[src/rtl/rv32_pkg.sv]
// Shared RV32 definitions for the register-file write-back slice:
// load funct3 encodings, write-back FSM states and the register index type.
package rv32_pkg;

  localparam logic [2:0] F3_LB  = 3'd0;
  localparam logic [2:0] F3_LH  = 3'd1;
  localparam logic [2:0] F3_LW  = 3'd2;
  localparam logic [2:0] F3_LBU = 3'd4;
  localparam logic [2:0] F3_LHU = 3'd5;

  typedef enum logic {
    IDLE      = 1'b0,
    WAIT_LOAD = 1'b1
  } wb_state_t;

  typedef logic [4:0] reg_idx_t;

endpackage

[src/rtl/load_align.sv]
// Combinational load formatter: selects the byte/half lane of a raw memory
// word and sign- or zero-extends it; flags funct3 values that are not loads.
module load_align
  import rv32_pkg::*;
(
  input  logic [31:0] rdata,
  input  logic [2:0]  funct3,
  input  logic [1:0]  addr_lo,
  output logic [31:0] data,
  output logic        illegal
);

  logic [7:0]  lane_b;
  logic [15:0] lane_h;

  always_comb begin
    lane_b  = rdata[{addr_lo, 3'b000} +: 8];
    // Halves are selected by addr_lo[1] only; a misaligned addr_lo[0] is ignored.
    lane_h  = addr_lo[1] ? rdata[31:16] : rdata[15:0];
    data    = '0;
    illegal = 1'b0;
    case (funct3)
      F3_LB:   data = {{24{lane_b[7]}}, lane_b};
      F3_LH:   data = {{16{lane_h[15]}}, lane_h};
      F3_LW:   data = rdata;
      F3_LBU:  data = {24'b0, lane_b};
      F3_LHU:  data = {16'b0, lane_h};
      default: illegal = 1'b1;
    endcase
  end

endmodule

[src/rtl/regfile_writeback.sv]
// Write-side driver of the RV32IC register file: ALU results pass through,
// loads wait for a variable-latency memory response before being written.
module regfile_writeback
  import rv32_pkg::*;
#(
  parameter int ADDR_WIDTH   = 5,
  parameter int DATA_WIDTH   = 32,
  parameter int LOAD_TIMEOUT = 255
) (
  input  logic                  clk,
  input  logic                  rst_n,
  input  logic                  ex_valid,
  output logic                  ex_ready,
  input  logic [ADDR_WIDTH-1:0] ex_rd,
  input  logic [DATA_WIDTH-1:0] ex_result,
  input  logic                  ex_is_load,
  input  logic [2:0]            ex_funct3,
  input  logic [1:0]            ex_addr_lo,
  input  logic                  mem_rvalid,
  input  logic [DATA_WIDTH-1:0] mem_rdata,
  output logic                  rf_we,
  output logic [ADDR_WIDTH-1:0] rf_write_addr,
  output logic [DATA_WIDTH-1:0] rf_din,
  output logic                  load_pending,
  output logic [ADDR_WIDTH-1:0] pending_rd,
  output logic                  load_fault
);

  localparam int                CNT_W    = $clog2(LOAD_TIMEOUT + 1);
  localparam logic [CNT_W-1:0] CNT_LAST = CNT_W'(LOAD_TIMEOUT - 1);

  wb_state_t        state;
  logic [CNT_W-1:0] cnt;
  logic [2:0]       cap_f3;
  logic [1:0]       cap_lo;
  logic [2:0]       al_f3;
  logic [1:0]       al_lo;
  logic [31:0]      al_data;
  logic             al_illegal;

  // Handshake: an instruction transfers on a rising edge where ex_valid and
  // ex_ready are both 1. ex_ready is 1 only in IDLE outside reset and does not
  // depend on ex_valid; the offer is free to change when no transfer happens.
  assign ex_ready = rst_n && (state == IDLE);

  // The single aligner checks the offered funct3 in IDLE and formats the
  // response with the captured fields while waiting.
  assign al_f3 = (state == IDLE) ? ex_funct3  : cap_f3;
  assign al_lo = (state == IDLE) ? ex_addr_lo : cap_lo;

  load_align u_load_align (
    .rdata   (mem_rdata),
    .funct3  (al_f3),
    .addr_lo (al_lo),
    .data    (al_data),
    .illegal (al_illegal)
  );

  always_ff @(posedge clk) begin
    if (!rst_n) begin
      state         <= IDLE;
      cnt           <= '0;
      cap_f3        <= '0;
      cap_lo        <= '0;
      rf_we         <= 1'b0;
      rf_write_addr <= '0;
      rf_din        <= '0;
      load_pending  <= 1'b0;
      pending_rd    <= '0;
      load_fault    <= 1'b0;
    end else begin
      rf_we      <= 1'b0;
      load_fault <= 1'b0;
      case (state)
        IDLE: begin
          if (ex_valid) begin
            if (!ex_is_load) begin
              rf_we         <= (ex_rd != '0);
              rf_write_addr <= ex_rd;
              rf_din        <= ex_result;
            end else if (al_illegal) begin
              load_fault <= 1'b1;
            end else begin
              state        <= WAIT_LOAD;
              cnt          <= '0;
              cap_f3       <= ex_funct3;
              cap_lo       <= ex_addr_lo;
              load_pending <= 1'b1;
              pending_rd   <= ex_rd;
            end
          end
        end
        WAIT_LOAD: begin
          // A response on the timeout cycle still wins over the fault.
          if (mem_rvalid) begin
            state         <= IDLE;
            load_pending  <= 1'b0;
            rf_we         <= (pending_rd != '0);
            rf_write_addr <= pending_rd;
            rf_din        <= al_data;
          end else if (cnt == CNT_LAST) begin
            state        <= IDLE;
            load_pending <= 1'b0;
            load_fault   <= 1'b1;
          end else begin
            cnt <= cnt + 1'b1;
          end
        end
        default: state <= IDLE;
      endcase
    end
  end

endmodule
[config.mk]
export PLATFORM = sky130hd
export DESIGN_NAME = regfile_writeback
export DESIGN_NICKNAME = d
export VERILOG_FILES = /design/src/rtl/rv32_pkg.sv /design/src/rtl/load_align.sv /design/src/rtl/regfile_writeback.sv
export SDC_FILE = /design/constraint.sdc
export NUM_CORES = 1
export LEC_CHECK = 0
export CAP_MARGIN = 30
export CORE_MARGIN = 1
export CORE_UTILIZATION = 25
export CTS_CLUSTER_SIZE = 16
export DETAILED_ROUTE_END_ITERATION = 6
export GPL_ROUTABILITY_DRIVEN = 0
export HOLD_SLACK_MARGIN = 0.03
export MAX_ROUTING_LAYER = met4
export PLACE_DENSITY = 0.45
export SLEW_MARGIN = 20
export SYNTH_ARGS = -nofsm -noshare
export SYNTH_HDL_FRONTEND = slang
export SYNTH_HIERARCHICAL = 1
export SYNTH_SLANG_ARGS = --single-unit
[constraint.sdc]
create_clock -name clk -period 7.3 [get_ports clk]
set_clock_uncertainty 0.15 [all_clocks]
set_input_delay 1.095 -clock clk [delete_from_list [all_inputs] [get_ports clk]]
set_output_delay 1.095 -clock clk [all_outputs]
set_load 0.005 [all_outputs]
==> out/results.tsv <==
stage	metric	value	unit
yosys	synth_cell_types	54	
yosys	ys_warn_count	6	
clock_network	holdBufCountCts	0	
sta	hold_viol	0	
worst_setup_path	cp-start-kind	input pin	
worst_setup_path	r2r_slack	3950	ps
yosys	synth_seq_area_share	0.329	
die	dieArea	14800	µm²
route	num_vias	3414	
hold_path	hp-class	reg2reg	
clock_network	cts.reportedPaths.clkPinSlew	50	ps
route	wire_per_inst	17.3	µm
route	first_pass_iters	4	
sta	drv_slew	0	
yosys	yosysTopAreaCell	dfxtp_1	
clock_network	clock_path_buffers	2	
worst_setup_path	critPathArrivalTime	2400	ps
clock_network	cts_setup_buffers	0	
die	die_w	122	µm
die	rows	43	
route	postRouteAntennaNets	0	
yosys	synthCells	402	
finish	fin_nets	589	
die	die_h	122	µm
route	drc	0	
worst_setup_path	crit_required	6050	ps
yosys	async_flop_share	0	
sta	relSlewSlack	0.451	
place	place_inst	677	
sta	period_minus_slack	3650	ps
yosys	syn-num-nets	483	
yosys	yosys-top-cells-count	nand2_1, dfxtp_1, mux2i_1, o211a_1, o21ai_0	
grt	antenna_found_initial	1	
sta	holdWs	308	ps
worst_setup_path	cp_num_buf_inv	3	
die	ios	125	
worst_setup_path	critPathMaxStageDelay	510	ps
worst_setup_path	cp_slowest_cell	clkdlybuf4s50_1	
yosys	synth_edf_count	0	
grt	track_usage	0.175	
grt	grt_remaining_overflow	0	
power_and_ir_drop	p_leak	2.22	nW
finish	stdcell_count	694	
yosys	syn_area	3590	µm²
yosys	syn_area_per_cell	8.93	µm²
yosys	yosys_register_bits	59	
grt	grt_max_degree	60	
yosys	synth.most_common_cell	nand2_1	
yosys	ys.flop_type	dfxtp_1	
place	io_buffers	124	
clock_network	h-tree-depth	3	
die	start_util	0.258	
yosys	synth.top_cell.area_share	0.329	
clock_network	post_cts_resized	0	
yosys	yosys-top-cells-area	dfxtp_1, mux2i_1, o211a_1, nand2_1, mux2_2	
sta	tightest_slew	823	ps
finish	fill_cells	1393	
sta	fmax	274	MHz
status	status	finished, final reports clean	
route	drtIter0Drc	207	
route	viasPerCell	4.92	
job	cap_violations	0	
power_and_ir_drop	p_per_area	202	nW/µm²
worst_setup_path	end_kind	output port	
worst_setup_path	worstPathCellList	buf_2 > buf_4 > nor2b_1 > clkdlybuf4s50_1	
clock_network	root_buffer	clkbuf_16	
finish	drive_gt1_frac	0.0897	
clock_network	clk_latency	340	ps
worst_setup_path	crit_fanout	59	
clock_network	cts_sinks	59	
worst_setup_path	cp_top_family	buffers and inverters	
sta	min_period_over_period	0.499	
clock_network	cts_buffers	9	
clock_network	cts_tree	built	
power_and_ir_drop	irDropWorstVdd	105	µV
sta	rsz0062_at_grt	no	
grt	grt_pass1_wl	18800	µm
sta	tns	0	ps
sta	finalSetupViolations	0	
worst_setup_path	critical_path_class	in2out	
die	core_area	13900	µm²
grt	grt_pass1_vias	3430	
route	finalWirelength	12000	µm
place	dp_hpwl	8640	µm
finish	syn_to_final_growth	45.8	%
==> stage by stage <==
stage / area (µm²) / power (mW) / utilization / worst slack (ps)
2_1_floorplan: 3590 / 0.484 / - / 4490
3_3_place_gp: 4910 / 0.597 / 0.352 / 3490
3_5_place_dp: 4910 / 0.598 / 0.352 / 3430
4_1_cts: 5230 / 1.08 / 0.376 / 3610
5_1_grt: 5240 / 1.12 / 0.376 / 3530
6_report: 5240 / 1.06 / 0.376 / 3650
==> worst paths after layout <==
kind	startpoint	to	cells after the start
setup / recovery	rst_n	ex_ready	4
hold reg to reg	cap_lo[1]$_SDFFE_PN0P_	cap_lo[1]$_SDFFE_PN0P_	2
setup reg to reg	state$_SDFF_PN0_	rf_din[29]$_SDFFE_PN0P_	7
hold / removal	cap_lo[1]$_SDFFE_PN0P_	cap_lo[1]$_SDFFE_PN0P_	2
==> area by class of cell <==
cell class / count / area (µm²) / area share
Antenna cell: 1 / 2.50 / 0.000478
Clock buffer: 10 / 239 / 0.0457
Clock inverter: 6 / 87.6 / 0.0167
Inverter: 5 / 18.8 / 0.00359
Multi-Input combinational cell: 305 / 2210 / 0.423
Sequential cell: 59 / 1180 / 0.226
Tap cell: 180 / 225 / 0.0430
Timing Repair Buffer: 128 / 1270 / 0.242
==> power breakdown <==
group,switching [mW],internal (mW)
clock,0.161,0.308
combinational,0.104,0.129
sequential,0.0125,0.344
==> tightest hold or removal path, cell delays in order (launching register included) <==
cell      delay, ps
dfxtp_1         300
nand2_1          50
a21boi_1         50
==> layer usage <==
| layer | GRT usage | wire length (µm) | up-vias |
|---|---|---|---|
| li1 | - | - | 1681 |
| met1 | 0.221 | 5580 | 1615 |
| met2 | 0.263 | 5520 | 105 |
| met3 | 0.0557 | 767 | 13 |
| met4 | 0.0548 | 148 | 0 |
| met5 | - | 0 | - |
==> kinds of logic after synthesis <==
logic type | after synthesis | share of synthesized area
flip-flops | 59 | 0.329
AND/OR/NAND/NOR | 138 | 0.192
XOR/XNOR | 1 | 0.00244
AO/OA/AOI/OAI | 111 | 0.246
buffers and inverters | 38 | 0.0596
adder cells (fa/ha/maj) | 2 | 0.00697
multiplexers | 53 | 0.164
==> state kept, by name, summed over array words and instances (netlist names) <==
| signal | cells |
|---|---|
| cap_f3 | 3 |
| pending_rd | 5 |
| state | 1 |
| rf_write_addr | 5 |
| rf_we | 1 |
| load_pending | 1 |
| cap_lo | 2 |
| load_fault | 1 |
| cnt | 8 |
| rf_din | 32 |
==> cells in the final DEF, fill, tap and decap left out, drive strengths merged, types with 3 or more instances in the layout <==
master	synthesis	routed
a211o	4	4
a21boi	11	11
a21oi	8	8
a221o	6	6
a22oi	4	4
and2	3	3
and3	3	3
buf	22	5
clkbuf	11	10
clkdlybuf4s50	0	123
clkinv	0	3
dfxtp	59	59
inv	5	6
mux2	11	11
mux2i	39	39
mux4	3	3
nand2	82	82
nand3	4	4
nor2	9	9
nor2b	12	12
nor3	3	3
nor3b	5	5
o211a	38	38
o21ai	28	28
or4	3	3
Power figures use the tool's default switching activity.
